`src/rtl/trc_pkg.sv`:
```
// Shared TRC register map, PMA feature offsets, status bit positions and sequencer state encoding.
// Used by the reconfig sequencer and its Avalon-MM master.
package trc_pkg;

  localparam logic [6:0] PMA_CH_NR  = 7'h08;
  localparam logic [6:0] PMA_STATUS = 7'h0A;
  localparam logic [6:0] PMA_OFFSET = 7'h0B;
  localparam logic [6:0] PMA_DATA   = 7'h0C;

  localparam logic [1:0] FEAT_VOD  = 2'd0;
  localparam logic [1:0] FEAT_PRE  = 2'd1;
  localparam logic [1:0] FEAT_POST = 2'd2;

  localparam int STAT_BUSY = 8;
  localparam int STAT_ERR  = 9;

  localparam logic [31:0] GO_CMD = 32'h0000_0001;

  typedef enum logic [2:0] {
    S_IDLE,
    S_POLL,
    S_CH,
    S_OFS,
    S_DAT,
    S_GO,
    S_ERR,
    S_DONE
  } state_t;

  function automatic logic [31:0] zext6(input logic [5:0] v);
    return {26'd0, v};
  endfunction

endpackage

```
`src/rtl/trc_av_master.sv`:
```
// Single-transfer Avalon-MM master: latches a request while idle, holds it through waitrequest,
// and acks in the completion cycle with readdata passed through; abort drops a pending transfer.
module trc_av_master (
  input  logic        i_clk,
  input  logic        i_rst_n,
  input  logic        i_req,
  input  logic        i_wr,
  input  logic [6:0]  i_addr,
  input  logic [31:0] i_wdata,
  input  logic        i_abort,
  output logic        o_ack,
  output logic [31:0] o_rdata,
  output logic [6:0]  o_av_address,
  output logic        o_av_write,
  output logic        o_av_read,
  output logic [31:0] o_av_writedata,
  input  logic [31:0] i_av_readdata,
  input  logic        i_av_waitrequest
);

  logic        r_write;
  logic        r_read;
  logic [6:0]  r_addr;
  logic [31:0] r_wdata;
  logic        w_active;

  assign w_active = r_write | r_read;
  assign o_ack    = w_active & ~i_av_waitrequest & ~i_abort;
  assign o_rdata  = i_av_readdata;

  always_ff @(posedge i_clk or negedge i_rst_n) begin
    if (!i_rst_n) begin
      r_write <= 1'b0;
      r_read  <= 1'b0;
      r_addr  <= '0;
      r_wdata <= '0;
    end else if (i_abort) begin
      r_write <= 1'b0;
      r_read  <= 1'b0;
    end else if (w_active) begin
      if (!i_av_waitrequest) begin
        r_write <= 1'b0;
        r_read  <= 1'b0;
      end
    end else if (i_req) begin
      r_write <= i_wr;
      r_read  <= ~i_wr;
      r_addr  <= i_addr;
      r_wdata <= i_wr ? i_wdata : 32'd0;
    end
  end

  assign o_av_address   = r_addr;
  assign o_av_write     = r_write;
  assign o_av_read      = r_read;
  assign o_av_writedata = r_wdata;

endmodule

```
`src/rtl/trc_reconfig_sequencer.sv`:
```
// Walks enabled channels writing VOD/pre-tap/post-tap through the TRC controller, polling busy with timeout.
// Reports a done or error pulse; err_ch names the channel in flight when the error fired.
module trc_reconfig_sequencer
  import trc_pkg::*;
#(
  parameter int NUM_CH   = 2,
  parameter int CH_W     = 6,
  parameter int VOD_DEF  = 10,
  parameter int PRE_DEF  = 0,
  parameter int POST_DEF = 0,
  parameter int TIMEOUT  = 1024
) (
  input  logic              i_clk,
  input  logic              i_rst_n,
  input  logic              i_start,
  input  logic [NUM_CH-1:0] i_ch_mask,
  input  logic              i_use_default,
  input  logic [5:0]        i_vod,
  input  logic [5:0]        i_pre,
  input  logic [5:0]        i_post,
  output logic              o_busy,
  output logic              o_done,
  output logic              o_error,
  output logic [CH_W-1:0]   o_err_ch,
  output logic [6:0]        o_av_address,
  output logic              o_av_write,
  output logic              o_av_read,
  output logic [31:0]       o_av_writedata,
  input  logic [31:0]       i_av_readdata,
  input  logic              i_av_waitrequest
);

  localparam int TMO_W = $clog2(TIMEOUT + 1);

  state_t            r_state;
  state_t            w_nxt;
  logic [NUM_CH-1:0] r_rem;
  logic [CH_W-1:0]   r_ch;
  logic [CH_W-1:0]   r_err_ch;
  logic [1:0]        r_feat;
  logic [5:0]        r_vod;
  logic [5:0]        r_pre;
  logic [5:0]        r_post;
  logic [TMO_W-1:0]  r_tmo;

  logic              w_req;
  logic              w_wr;
  logic [6:0]        w_addr;
  logic [31:0]       w_wdata;
  logic              w_abort;
  logic              w_ack;
  logic [31:0]       w_rdata;
  logic              w_tmo;
  logic [CH_W-1:0]   w_nxt_idx;
  logic [5:0]        w_val;
  logic              w_unused_rd;

  trc_av_master u_av (
    .i_clk            (i_clk),
    .i_rst_n          (i_rst_n),
    .i_req            (w_req),
    .i_wr             (w_wr),
    .i_addr           (w_addr),
    .i_wdata          (w_wdata),
    .i_abort          (w_abort),
    .o_ack            (w_ack),
    .o_rdata          (w_rdata),
    .o_av_address     (o_av_address),
    .o_av_write       (o_av_write),
    .o_av_read        (o_av_read),
    .o_av_writedata   (o_av_writedata),
    .i_av_readdata    (i_av_readdata),
    .i_av_waitrequest (i_av_waitrequest)
  );

  assign w_unused_rd = ^{w_rdata[31:10], w_rdata[7:0]};

  // Lowest remaining channel wins, giving an ascending scan.
  always_comb begin
    w_nxt_idx = '0;
    for (int i = NUM_CH - 1; i >= 0; i--) begin
      if (r_rem[i]) w_nxt_idx = CH_W'(i);
    end
  end

  always_comb begin
    case (r_feat)
      FEAT_VOD: w_val = r_vod;
      FEAT_PRE: w_val = r_pre;
      default:  w_val = r_post;
    endcase
  end

  assign w_tmo = (r_state == S_POLL) && (r_tmo == TMO_W'(TIMEOUT - 1));

  always_ff @(posedge i_clk or negedge i_rst_n) begin
    if (!i_rst_n) r_state <= S_IDLE;
    else          r_state <= w_nxt;
  end

  always_comb begin
    w_nxt   = r_state;
    w_req   = 1'b0;
    w_wr    = 1'b0;
    w_addr  = PMA_STATUS;
    w_wdata = '0;
    w_abort = 1'b0;
    case (r_state)
      S_IDLE: if (i_start) w_nxt = S_POLL;
      S_POLL: begin
        w_req = 1'b1;
        // Timeout beats a read completing in the same cycle.
        if (w_tmo) begin
          w_abort = 1'b1;
          w_nxt   = S_ERR;
        end else if (w_ack && !w_rdata[STAT_BUSY]) begin
          if (w_rdata[STAT_ERR]) w_nxt = S_ERR;
          else if (|r_rem)       w_nxt = S_CH;
          else                   w_nxt = S_DONE;
        end
      end
      S_CH: begin
        w_req   = 1'b1;
        w_wr    = 1'b1;
        w_addr  = PMA_CH_NR;
        w_wdata = 32'(r_ch);
        if (w_ack) w_nxt = S_OFS;
      end
      S_OFS: begin
        w_req   = 1'b1;
        w_wr    = 1'b1;
        w_addr  = PMA_OFFSET;
        w_wdata = {30'd0, r_feat};
        if (w_ack) w_nxt = S_DAT;
      end
      S_DAT: begin
        w_req   = 1'b1;
        w_wr    = 1'b1;
        w_addr  = PMA_DATA;
        w_wdata = zext6(w_val);
        if (w_ack) w_nxt = (r_feat == FEAT_POST) ? S_GO : S_OFS;
      end
      S_GO: begin
        w_req   = 1'b1;
        w_wr    = 1'b1;
        w_addr  = PMA_STATUS;
        w_wdata = GO_CMD;
        if (w_ack) w_nxt = S_POLL;
      end
      S_ERR:   w_nxt = S_IDLE;
      S_DONE:  w_nxt = S_IDLE;
      default: w_nxt = S_IDLE;
    endcase
  end

  always_ff @(posedge i_clk or negedge i_rst_n) begin
    if (!i_rst_n) begin
      r_rem    <= '0;
      r_ch     <= '0;
      r_err_ch <= '0;
      r_feat   <= FEAT_VOD;
      r_vod    <= '0;
      r_pre    <= '0;
      r_post   <= '0;
      r_tmo    <= '0;
    end else begin
      r_tmo <= (r_state == S_POLL) ? r_tmo + TMO_W'(1) : '0;
      if (r_state == S_IDLE && i_start) begin
        r_rem    <= i_ch_mask;
        r_ch     <= '0;
        r_err_ch <= '0;
        r_feat   <= FEAT_VOD;
        r_vod    <= i_use_default ? 6'(VOD_DEF)  : i_vod;
        r_pre    <= i_use_default ? 6'(PRE_DEF)  : i_pre;
        r_post   <= i_use_default ? 6'(POST_DEF) : i_post;
      end
      if (r_state == S_POLL && w_nxt == S_CH) begin
        r_ch  <= w_nxt_idx;
        r_rem <= r_rem & ~(NUM_CH'(1) << w_nxt_idx);
      end
      if (r_state == S_CH && w_ack) r_feat <= FEAT_VOD;
      if (r_state == S_DAT && w_ack && r_feat != FEAT_POST) r_feat <= r_feat + 2'd1;
      if (r_state == S_POLL && w_nxt == S_ERR) r_err_ch <= r_ch;
    end
  end

  assign o_busy   = (r_state != S_IDLE) && (r_state != S_DONE) && (r_state != S_ERR);
  assign o_done   = (r_state == S_DONE);
  assign o_error  = (r_state == S_ERR);
  assign o_err_ch = r_err_ch;

endmodule

```
`config.mk`:
```
export PLATFORM = sky130hd
export DESIGN_NAME = trc_reconfig_sequencer
export DESIGN_NICKNAME = d
export VERILOG_FILES = /design/src/rtl/trc_pkg.sv /design/src/rtl/trc_av_master.sv /design/src/rtl/trc_reconfig_sequencer.sv
export SDC_FILE = /design/constraint.sdc
export NUM_CORES = 1
export LEC_CHECK = 0
export ABC_AREA = 1
export CAP_MARGIN = 30
export CORE_AREA = 2 2 100 102
export DETAILED_ROUTE_END_ITERATION = 7
export DIE_AREA = 0 0 102 104
export HOLD_SLACK_MARGIN = 0.15
export PLACE_DENSITY = 0.88
export SYNTH_ARGS = -nofsm -noshare
export SYNTH_HDL_FRONTEND = slang
export SYNTH_HIERARCHICAL = 1
export SYNTH_SLANG_ARGS = --single-unit
```
`constraint.sdc`:
```
create_clock -name i_clk -period 2.25 [get_ports i_clk]
set_input_delay 0.5625 -clock i_clk [delete_from_list [all_inputs] [get_ports i_clk]]
set_output_delay 0.5625 -clock i_clk [all_outputs]
set_load 0.05 [all_outputs]
```
# Word-level counts from Yosys, hierarchy flattened
# Index checks and enable logic that the tools add are counted.
# word_totals
regBits	89
in_bits	57
out_inout_bits	50
wordCells	105
# op_classes
n_addsub	2
eq_ne	16
n_shift	1
mux	40
bitwise_logic	9
reduce_logical	24
# ops
cell	n
2-to-1 mux 6 bit	7
2-to-1 mux 3 bit	10
one-hot mux 6 bit (4 select lines)	1
one-hot mux 3 bit (7 select lines)	1
equality test 3 bit (second input constant)	5
2-to-1 mux 1 bit	13
one-hot mux 6 bit (2 select lines)	1
adder 11 x 1 -> 11 bit (second input constant)	1
equality test 11 x 10 -> 1 bit (second input constant)	1
2-to-1 mux 11 bit	1
logical AND 1 bit	10
2-to-1 mux 2 bit	5
equality test 3 x 2 -> 1 bit (second input constant)	3
one-hot mux 3 bit (3 select lines)	1
nonzero test 3 bit	3
inequality test 3 bit (second input constant)	2
OR reduction 5 bit	1
NOT 1 bit	4
nonzero test 2 bit	2
OR reduction 2 bit	2
OR reduction 4 bit	1
equality test 3 x 1 -> 1 bit (second input constant)	1
zero test 3 bit	1
inequality test 3 x 2 -> 1 bit (second input constant)	1
13 further kinds	14

# Depth between registers and ports, before layout
# Gate-level depths: netlist (run 1).
# depth
depth_word	13
depth_mapped	18
mapped_depth_nobuf	18

# By module
# The synthesis (run 1) kept the hierarchy.
# modules_own_cells
mod	instances	cells_per_inst	area_per_inst_um2	seq_area_each_um2
trc_reconfig_sequencer	1	284	2195.9	950.9
trc_av_master	1	222	2080.7	1026.0

# Worst setup path after synthesis (run 1)
# No wires, ideal clock.
# synth_timing
path_kind	register to register
startpoint	register r_tmo[0]
endpoint	register r_rem[1]
setup_time_ps	117
arrival_time_ps	2155
t_required_ps	2133
setup_slack_ps	-23
stages_incl_launch_ff	14
n_path_buf	0
period_less_slack_ps	2273
cell_sequence	dfrtp_1 -> ha_1 -> nand3_1 -> nor2_1 -> nand2_4 -> inv_1 -> nor3_1 -> nand2_1 -> nand3_1 -> nand3_1 -> nor3_2 -> nand3_2 -> nand3_1 -> nand2_1
# synth_between
elab_chain_len	13
word_cells_on_any_way	18
cone_classes	2 x eq/ne; 10 x mux; 2 x bitwise; 4 x reduce/logical
# synth_rtl
element	line_no	text
start, declared	trc_reconfig_sequencer.sv:44	logic [TMO_W-1:0] r_tmo;
start signal, assigned	trc_reconfig_sequencer.sv:167	r_tmo <= (r_state == S_POLL) ? r_tmo + TMO_W'(1) : '0;
equality test 11 x 10 -> 1 bit (*)	trc_reconfig_sequencer.sv:94	assign w_tmo = (r_state == S_POLL) && (r_tmo == TMO_W'(TIMEOUT - 1));
logical AND 1 bit (*)	trc_reconfig_sequencer.sv:94	
2-to-1 mux 1 bit (*)	trc_reconfig_sequencer.sv:113	if (w_tmo) begin
2-to-1 mux 1 bit (*)	trc_reconfig_sequencer.sv:108	case (r_state)
named net w_abort	trc_reconfig_sequencer.sv:50	logic w_abort;
NOT 1 bit (no source line) (*)	n/a	
bitwise AND 1 bit (*)	trc_av_master.sv:28	assign o_ack = w_active & ~i_av_waitrequest & ~i_abort;
named net w_ack	trc_reconfig_sequencer.sv:51	logic w_ack;
logical AND 1 bit	trc_reconfig_sequencer.sv:116	end else if (w_ack && !w_rdata[STAT_BUSY]) begin
2-to-1 mux 3 bit	trc_reconfig_sequencer.sv:116	
2-to-1 mux 3 bit	trc_reconfig_sequencer.sv:113	
one-hot mux 3 bit (7 select lines) (*)	trc_reconfig_sequencer.sv:108	
equality test 3 x 2 -> 1 bit (*)	trc_reconfig_sequencer.sv:177	if (r_state == S_POLL && w_nxt == S_CH) begin
logical AND 1 bit (*)	trc_reconfig_sequencer.sv:177	
2-to-1 mux 2 bit / nonzero test 2 bit (equally long branches)	n/a	
end signal, assigned	trc_reconfig_sequencer.sv:169	r_rem <= i_ch_mask;
end signal, assigned	trc_reconfig_sequencer.sv:179	r_rem <= r_rem & ~(NUM_CH'(1) << w_nxt_idx);
end, declared	trc_reconfig_sequencer.sv:37	logic [NUM_CH-1:0] r_rem;
# Mark *: on every way through the listed nets, which the timed path passes. The rest lies on a longest branch.
# A chain may end at the register's enable or synchronous reset.

# Worst setup path after layout (run 1)
# layout_timing
startpoint	register r_tmo[1]
endpoint	register r_err_ch[0] (netlist: o_err_ch[0])
# layout_between
elab_chain_len	13
word_cells_on_any_way	18
cone_classes	2 x eq/ne; 10 x mux; 2 x bitwise; 4 x reduce/logical
# layout_rtl
element	line_no	text
equality test 11 x 10 -> 1 bit (*)	trc_reconfig_sequencer.sv:94	
logical AND 1 bit (*)	trc_reconfig_sequencer.sv:94	
2-to-1 mux 1 bit (*)	trc_reconfig_sequencer.sv:113	
2-to-1 mux 1 bit (*)	trc_reconfig_sequencer.sv:108	
named net w_abort	trc_reconfig_sequencer.sv:50	
NOT 1 bit (no source line) (*)	n/a	
bitwise AND 1 bit (*)	trc_av_master.sv:28	
named net w_ack	trc_reconfig_sequencer.sv:51	
logical AND 1 bit	trc_reconfig_sequencer.sv:116	
2-to-1 mux 3 bit	trc_reconfig_sequencer.sv:116	
2-to-1 mux 3 bit	trc_reconfig_sequencer.sv:113	
one-hot mux 3 bit (7 select lines) (*)	trc_reconfig_sequencer.sv:108	
named net w_nxt[0]	trc_reconfig_sequencer.sv:36	state_t w_nxt;
equality test 3 bit (*)	trc_reconfig_sequencer.sv:183	if (r_state == S_POLL && w_nxt == S_ERR) r_err_ch <= r_ch;
logical AND 1 bit (*)	trc_reconfig_sequencer.sv:183	
2-to-1 mux 6 bit / nonzero test 2 bit (equally long branches)	n/a	
end signal, assigned	trc_reconfig_sequencer.sv:183	
end, declared	trc_reconfig_sequencer.sv:39	logic [CH_W-1:0] r_err_ch;
# Marks and branches as above.

==> results of run 1 <==
[metal layers]
layer	GRT usage, %	vias to the layer above	part of all wire, %
met4	7.33	0	1.5
met2	30.5	110	51
met1	22.1	1634	42
met5	0	-	0
li1	-	1741	-
met3	3.90	16	5.5
[where the power goes]
part	leakage [nW]	internal, mW	total [mW]	switching (mW)
Sequential	1.05	1.84	2.09	0.249
Combinational	1.43	1.38	4.03	2.65
Clock	0.105	0.617	1.13	0.511
Total	2.58	3.84	7.25	3.41
[cell type report]
class / instances / area [µm²] / area share, %
sequential: 79 / 1980 / 36.5
multi-input combinational: 356 / 1880 / 34.7
timing repair buffer: 102 / 998 / 18.4
inverter: 49 / 189 / 3.49
tap: 133 / 166 / 3.07
clock buffer: 9 / 124 / 2.29
clock inverter: 6 / 86.3 / 1.59
[state kept, by name, summed over array words and instances (netlist names)]
| name | flops |
|---|---|
| r_tmo | 11 |
| u_av/o_av_read | 1 |
| r_ch | 1 |
| r_rem | 2 |
| u_av/o_av_write | 1 |
| r_pre | 6 |
| u_av/o_av_address | 7 |
| r_vod | 6 |
| r_feat | 2 |
| r_state | 3 |
| u_av/o_av_writedata | 32 |
| r_post | 6 |
| o_err_ch | 1 |
[tightest hold or removal path: stages, from the launching register on]
cell and delay [ns]:
dfrtp_1 0.35, nand2_1 0.06, nand2_1 0.05
[path summary, 6_finish.rpt]
kind	startpoint	endpoint	slack, ns	cells after the start
max	r_tmo[1]$_DFF_PN0_	o_err_ch[0]$_DFFE_PN0P_	0.05	15
min	u_av/o_av_address[0]$_DFFE_PN0P_	u_av/o_av_address[0]$_DFFE_PN0P_	0.48	2
max reg2reg	r_tmo[1]$_DFF_PN0_	o_err_ch[0]$_DFFE_PN0P_	0.05	15
min reg2reg	u_av/o_av_address[0]$_DFFE_PN0P_	u_av/o_av_address[0]$_DFFE_PN0P_	0.48	2
max in group asynchronous	i_rst_n	u_av/o_av_writedata[15]$_DFFE_PN0P_	0.87	3
min in group asynchronous	i_rst_n	u_av/o_av_address[6]$_DFFE_PN0P_	0.71	2
[placed cells by master (no fill, tap or decap), drive strengths merged, types with 4 or more instances in the layout]
cell and count:
clkdlybuf4s50 67, inv 47, clkinv 5, dfrtp 79
a21oi 13, o22ai 5, clkbuf 9, nand4 4
nand2 139, o21ai 56, nand3 50, ha 6
buf 34, conb 35, nor3 5, nor2 36
[through the flow]
step           area (µm²)  utilization [%]  std cells
6_report             5420             56.8        734
5_1_grt              5420             56.8        734
4_1_cts              5330             55.8        729
3_5_place_dp         5100             53.4        713
3_3_place_gp         5100             53.4        713
2_1_floorplan        4180                -        509
[timing repair]
action                                  4_1_cts  5_1_grt
endpoints found under the setup margin        4        5
pin swaps                                     2        7
hold endpoints to repair                     27        0
buffers inserted                              0        5
hold buffers                                  1        0
resized for setup                             4       12
==> metrics.txt, run 1 <==
Static Leak 2.58 nW; Buf+Inv Stages, Crit Path 2; Syn. warnings 6; Avg WL per Cell 12.6 µm; WL final 9250 µm; grt total ovfl 0; first-pass GRT wire length 15400 µm; slowest stage cell, crit path dfrtp_1; # H-tree levels 3; CP required 2.48 ns; gpl congestion 0.844; total CTS buffers 9; share of layout cells above drive strength 1 19.1%; clock transition at the registers of the reported paths 0.08 ns; Iter 0 DRT Violations 179; critical path endpoint category flop; fmax 455 MHz; unrepaired setup endpoints after global routing yes; Final Setup Violations 0; crit start category flop; I/O pin cnt 107; worst hold path class flop to flop; Core ar. 9550 µm²; num rows 36; clk sinks 79; Max Cap Violations 0; Root Driver clkbuf_8; Residual DRC 0; CP arrival 2.43 ns; Slew Viols, Final 0; Port-buffer cells 71; most frequent cell on the critical path nand2_1; number of global-route vias before repair 3441; worst slack, placed -0.223 ns; clock insertion delay at the later pin of the skew report 0.34 ns; outcome complete, no violations; worst setup margin 0.0519 ns; Cell Area, Synth 4050 µm²; PwrDens 1340 nW/µm²; Die Footprint 10600 µm²; drt pass-1 iters 4; Synth Instances 476; Initial Util 42.4%; via count 3501; syn avg cell area 8.51 µm²; Slowest Stage Delay on Critical Path 0.39 ns; DPL Wire Length 6650 µm; area grow syn2layout 33.8%; TritonCTS clock tree done; clk_skew 0.0108 ns; Final Critical Period 2.20 ns; largest net degree at the start of global routing 31; final worst path period share 97.7%; peak supply drop 0.727 mV; Final Hold Fails 0; worst hold slack 0.481 ns; CP Max Fanout 5; vias per cell 4.77; initial antenna violation count 0; Routed Antenna Nets 0; worst slew pin tran 0.537 ns; Antenna Cells 0; TNS Setup 0 ns; GRT Overall Usage 18.0%; critical path class flop to flop; total power draw 7.25 mW; Die H 104 µm; filler cell count 882; worst-path cell chain ha_2, nand3_4, nor2_4, nand2_4, inv_1, nor3_4, inv_2, nand2_1, nand3_1, nor2_2, nand3_2, nor2_4, nand2_1, nand3_1, nand2_1; die width 102 µm; CP delay by family, top simple AND/OR/NAND/NOR gates; Nets 660; maximum buffer depth of the clock tree 2; max_slew headroom 64.1%
No activity file was read; power rests on OpenSTA's default activity.
==> inputs of run 2 (changes only) <==
CORE_AREA = 2 2 95 97   (was 2 2 100 102)
DIE_AREA = 0 0 97 99   (was 0 0 102 104)
PLACE_DENSITY = 0.92   (was 0.88)
clock period = 2.68 ns   (was 2.25 ns; I/O delays follow)
==> metrics.txt, run 2 (same netlist as run 1, synthesis figures left out) <==
grt total ovfl 0 (unchanged); TNS Setup 0 ns (unchanged); Final Setup Violations 0 (unchanged); Die H 99 µm (was 104 µm); Slew Viols, Final 0 (unchanged); Final Critical Period 2.47 ns (was 2.20 ns); Avg WL per Cell 12.7 µm (was 12.6 µm); total CTS buffers 9 (unchanged); slowest stage cell, crit path dfrtp_1 (unchanged); clock insertion delay at the later pin of the skew report 0.36 ns (was 0.34 ns); fmax 404 MHz (was 455 MHz); crit start category flop (unchanged); number of global-route vias before repair 3298 (was 3441); Psw 2.79 mW (was 3.41 mW); Final Cell Area 5140 µm² (was 5420 µm²); Logic pwr share 52.2% (was 55.6%); hold-fix buffers at CTS 0 (was 1); Routed Antenna Nets 0 (unchanged); postcts setup bufs 0 (unchanged); Initial Util 47.4% (was 42.4%); Port-buffer cells 71 (unchanged); CP required 2.92 ns (was 2.48 ns); PwrDens 1140 nW/µm² (was 1340 nW/µm²); area grow syn2layout 26.8% (was 33.8%); commonest cells after routing, fill and taps aside nand2_1, dfrtp_1, clkdlybuf4s50_1, nand3_1, inv_1 (was nand2_1, dfrtp_1, clkdlybuf4s50_1, inv_1, nand3_1); outcome complete, no violations (unchanged); CP startpoint r_tmo[0]$_DFF_PN0_ (was r_tmo[1]$_DFF_PN0_); first-pass GRT wire length 15000 µm (was 15400 µm); Slowest Stage Delay on Critical Path 0.40 ns (was 0.39 ns); clk sinks 79 (unchanged); worst hold slack 0.261 ns (was 0.481 ns); WP depth 16 (was 15); num rows 34 (was 36); worst setup margin 0.206 ns (was 0.0519 ns); final worst path period share 92.3% (was 97.7%); FF-to-FF path depth 16 (was 15); worst-path cell chain ha_1, nand3_2, nor2_2, nand2_4, inv_1, nor3_1, buf_4, clkinvlp_4, nand2_1, nand3_1, nor2_2, nand3_2, nor2_4, nand2_1, nand3_1, nand2_1 (was ha_2, nand3_4, nor2_4, nand2_4, inv_1, nor3_4, inv_2, nand2_1, nand3_1, nor2_2, nand3_2, nor2_4, nand2_1, nand3_1, nand2_1); Clock power frac 17.2% (was 15.6%); gpl congestion 0.835 (was 0.844); Max Cap Violations 0 (unchanged); Nets 637 (was 660); max FFs per register 32 (unchanged); CP Max Fanout 5 (unchanged); initial antenna violation count 0 (unchanged); GRT Overall Usage 18.9% (was 18.0%); worst slack, placed 0.0985 ns (was -0.223 ns); DPL Wire Length 6350 µm (was 6650 µm); Root Driver clkbuf_8 (unchanged); vias per cell 5.02 (was 4.77); via count 3447 (was 3501); most frequent cell on the critical path nand2_1 (unchanged); post-CTS sizing 0 (was 4); drt pass-1 iters 5 (was 4); share of layout cells above drive strength 1 15.0% (was 19.1%); Core ar. 8550 µm² (was 9550 µm²); Sw Share 47.9% (was 47.0%); FF-to-FF Start r_tmo[0]$_DFF_PN0_ (was r_tmo[1]$_DFF_PN0_); WL final 8740 µm (was 9250 µm); critical path class flop to flop (unchanged); maximum buffer depth of the clock tree 2 (unchanged); Antenna Cells 0 (unchanged); clk_skew 0.0118 ns (was 0.0108 ns); largest net degree at the start of global routing 62 (was 31); worst hold path class input port to asynchronous set/reset pin (was flop to flop); max_slew headroom 53.3% (was 64.1%); CP delay by family, top simple AND/OR/NAND/NOR gates (unchanged); Final Hold Fails 0 (unchanged); # H-tree levels 3 (unchanged); commonest non-fill, non-tap cell in the layout nand2_1 (unchanged); peak supply drop 0.593 mV (was 0.727 mV); die width 97 µm (was 102 µm); Static Leak 2.45 nW (was 2.58 nW); Residual DRC 0 (unchanged); worst slew pin tran 0.700 ns (was 0.537 ns); Internal 3.04 mW (was 3.84 mW); TritonCTS clock tree done (unchanged); CP arrival 2.72 ns (was 2.43 ns); Reg power frac 30.6% (was 28.9%); critical path endpoint category flop (unchanged); Post-Place Cell Area 4880 µm² (was 5100 µm²); clock transition at the registers of the reported paths 0.08 ns (about the same); Die Footprint 9600 µm² (was 10600 µm²); total power draw 5.83 mW (was 7.25 mW); Buf+Inv Stages, Crit Path 3 (was 2); I/O pin cnt 107 (unchanged); Iter 0 DRT Violations 149 (was 179)
[run 2: cell count changes in the layout (fill, tap and decap cells not counted), moves of 2 or more]
cell / delta
buf_12: -4
buf_4: -18
clkinv_2: -2
clkinv_4: +2
nand3_1: +3
nand3_2: -2
nor2_1: +2
nor2_4: -2
[run 2: stage by stage]
step	utilization, %	instances
detailed placement	57.1	671
global route	60.1	687
finish	60.1	687
floorplan	-	509
global placement	57.1	671
CTS	59.8	687
[run 2: path summary, 6_finish.rpt]
path	slack, ns	endpoint
max reg2reg	0.21	o_err_ch[0]$_DFFE_PN0P_
min reg2reg	0.47	r_tmo[0]$_DFF_PN0_
min	0.26	u_av/o_av_writedata[14]$_DFFE_PN0P_
max	0.21	o_err_ch[0]$_DFFE_PN0P_
max in group asynchronous	1.79	r_state[1]$_DFF_PN0_
min in group i_clk	0.47	r_tmo[0]$_DFF_PN0_
[run 2: final cells by class]
cell class,instances,area (µm²)
Fill cell,736,3410
Sequential cell,79,1980
Multi-Input combinational cell,356,1830
Timing Repair Buffer,79,773
Inverter,49,193
Clock buffer,10,138
Tap cell,108,135
Clock inverter,6,93.8
[run 2: power by group through the flow]
stage	clock network (mW)	logic, mW	registers (mW)
6_report	1.00	3.04	1.79
2_1_floorplan	0	1.79	2.35
3_5_place_dp	0	3.01	1.80
3_3_place_gp	0	2.91	1.78
5_1_grt	1.06	3.32	1.83
4_1_cts	1.02	3.02	1.78
[run 2: routing by layer]
layer  up-vias  track usage [%]  share of wire, %
met4         0             7.80               1.8
met1      1623             24.0                43
met3        17             3.55               5.4
li1       1686                -                 -
met5         -                0                 0
met2       121             31.9                50
==> inputs of run 3 (changes only) <==
CORE_AREA = 4 4 97 99   (was 2 2 95 97)
DIE_AREA = 0 0 101 103   (was 0 0 97 99)
==> metrics.txt, run 3 (same netlist as run 1, synthesis figures left out) <==
filler cell count 718 (was 736); worst-path cell chain ha_1, nand3_1, nor2_1, nand2_4, inv_1, nor3_1, buf_4, inv_1, nor2_1, nor2_1, nand3_2, nor2_4, nand3_1, nand2_1, nand2_1 (was ha_1, nand3_2, nor2_2, nand2_4, inv_1, nor3_1, buf_4, clkinvlp_4, nand2_1, nand3_1, nor2_2, nand3_2, nor2_4, nand2_1, nand3_1, nand2_1); first-pass GRT wire length 14900 µm (was 15000 µm); Die Footprint 10400 µm² (was 9600 µm²); DPL Wire Length 6440 µm (was 6350 µm); clk_skew 0.0154 ns (was 0.0118 ns); maximum buffer depth of the clock tree 2 (unchanged); GRT Overall Usage 17.9% (was 18.9%); Max Cap Violations 0 (unchanged); vias per cell 4.94 (was 5.02); max_slew headroom 52.4% (was 53.3%); clk sinks 79 (unchanged); drt pass-1 iters 5 (unchanged); Final Hold Fails 0 (unchanged); CP required 2.91 ns (was 2.92 ns); Clock power frac 14.1% (was 17.2%); TNS Setup 0 ns (unchanged); gpl congestion 0.880 (was 0.835); Final Setup Violations 0 (unchanged); via count 3388 (was 3447); slowest stage cell, crit path dfrtp_1 (unchanged); critical path class flop to flop (unchanged); number of global-route vias before repair 3271 (was 3298); peak supply drop 0.679 mV (was 0.593 mV); Iter 0 DRT Violations 147 (was 149); Reg power frac 32.0% (was 30.6%); Final Non-Filler Cells 686 (was 687); commonest cells after routing, fill and taps aside nand2_1, dfrtp_1, clkdlybuf4s50_1, nand3_1, inv_1 (unchanged); area of the multi-input gates 1810 µm² (was 1830 µm²); share of layout cells above drive strength 1 13.8% (was 15.0%); I/O pin cnt 107 (unchanged); hold-fix buffers at CTS 0 (unchanged); Nets 636 (was 637); worst slew pin tran 0.715 ns (was 0.700 ns); postcts setup bufs 0 (unchanged); CP Max Fanout 5 (unchanged); Sw Share 49.3% (was 47.9%); Sequential Area 1980 µm² (about the same); Psw 2.74 mW (was 2.79 mW); Static Leak 2.42 nW (was 2.45 nW); Slowest Stage Delay on Critical Path 0.37 ns (was 0.40 ns); commonest non-fill, non-tap cell in the layout nand2_1 (unchanged); most frequent cell on the critical path nor2_1 (was nand2_1); Port-buffer cells 71 (unchanged); outcome complete, no violations (unchanged); crit start category flop (unchanged); max FFs per register 32 (unchanged); clock insertion delay at the later pin of the skew report 0.35 ns (was 0.36 ns); Routed Antenna Nets 0 (unchanged); initial antenna violation count 0 (unchanged); num rows 34 (unchanged); unrepaired setup endpoints after global routing no; # H-tree levels 3 (unchanged); largest net degree at the start of global routing 62 (unchanged); Placed Cells 670 (was 671); die width 101 µm (was 97 µm); Slew Viols, Final 0 (unchanged); WL final 8590 µm (was 8740 µm); Antenna Cells 0 (unchanged); Avg WL per Cell 12.5 µm (was 12.7 µm); total CTS buffers 9 (unchanged); Logic pwr share 53.9% (was 52.2%); area grow syn2layout 24.7% (was 26.8%); Root Driver clkbuf_8 (unchanged); Core ar. 8550 µm² (unchanged); critical path endpoint category flop (unchanged); clock transition at the registers of the reported paths 0.08 ns (about the same); worst hold path class input port to asynchronous set/reset pin (unchanged); final worst path period share 92.7% (was 92.3%); Die H 103 µm (was 99 µm); CP arrival 2.71 ns (was 2.72 ns); CP delay by family, top simple AND/OR/NAND/NOR gates (unchanged); Internal 2.82 mW (was 3.04 mW); Buf+Inv Stages, Crit Path 3 (unchanged); TritonCTS clock tree done (unchanged); fmax 403 MHz (was 404 MHz); Initial Util 47.4% (unchanged); grt total ovfl 0 (unchanged); post-CTS sizing 0 (unchanged); Residual DRC 0 (unchanged); Final Critical Period 2.48 ns (was 2.47 ns); PwrDens 1100 nW/µm² (was 1140 nW/µm²)
-- run 3: cell types whose count changed in the layout (fill, tap and decap cells not counted), sizes merged --
| cell | delta |
|---|---|
| inv | +1 |
| bufinv | -2 |
| buf | -1 |
| clkbuf | +1 |
-- run 3: final timing paths --
path / start / to / slack (ns) / cells after the start
max in group asynchronous: i_rst_n / r_rem[0]$_DFFE_PN0P_ / 1.80 / 2
min in group i_clk: r_tmo[0]$_DFF_PN0_ / r_tmo[0]$_DFF_PN0_ / 0.46 / 1
max reg2reg: r_tmo[0]$_DFF_PN0_ / r_rem[1]$_DFFE_PN0P_ / 0.20 / 15
min: i_rst_n / u_av/o_av_writedata[16]$_DFFE_PN0P_ / 0.27 / 1
min reg2reg: r_tmo[0]$_DFF_PN0_ / r_tmo[0]$_DFF_PN0_ / 0.46 / 1
max: r_tmo[0]$_DFF_PN0_ / r_rem[1]$_DFFE_PN0P_ / 0.20 / 15
-- run 3: through the flow --
| step | hold WS [ns] | util (%) | cell area (µm²) | setup WS [ns] | power (mW) |
|---|---|---|---|---|---|
| 2_1_floorplan | 0.374 | - | 4180 | 0.407 | 4.14 |
| 3_3_place_gp | 0.448 | 57.0 | 4880 | 0.233 | 4.68 |
| 3_5_place_dp | 0.456 | 57.0 | 4880 | 0.205 | 4.79 |
| 4_1_cts | 0.271 | 59.1 | 5050 | 0.201 | 5.58 |
| 5_1_grt | 0.288 | 59.1 | 5050 | 0.00211 | 5.97 |
| 6_report | 0.272 | 59.1 | 5050 | 0.196 | 5.56 |
-- run 3: power groups by stage --
stage	clock (mW)	sequential (mW)	combinational [mW]
after global routing	0.855	1.83	3.29
after floorplan	0	2.35	1.79
after detailed placement	0	1.80	2.99
after CTS	0.802	1.78	3.00
final	0.784	1.78	3.00
after global placement	0	1.78	2.90
-- run 3: area by class of cell --
cell class	count	share of cell area (%)
clock buffer	11	2.80
clock inverter	5	0.669
inverter	49	3.74
multi-input combinational	356	35.8
sequential	79	39.1
tap	108	2.68
timing repair buffer	78	15.2
-- run 3: routing by layer --
| metal | GRT usage [%] | routed length, µm | vias to the layer above |
|---|---|---|---|
| met3 | 4.47 | 514 | 14 |
| met4 | 6.03 | 110 | 0 |
| met1 | 22.6 | 3770 | 1583 |
| met2 | 30.3 | 4190 | 101 |
| li1 | - | - | 1690 |
| met5 | 0 | 0 | - |
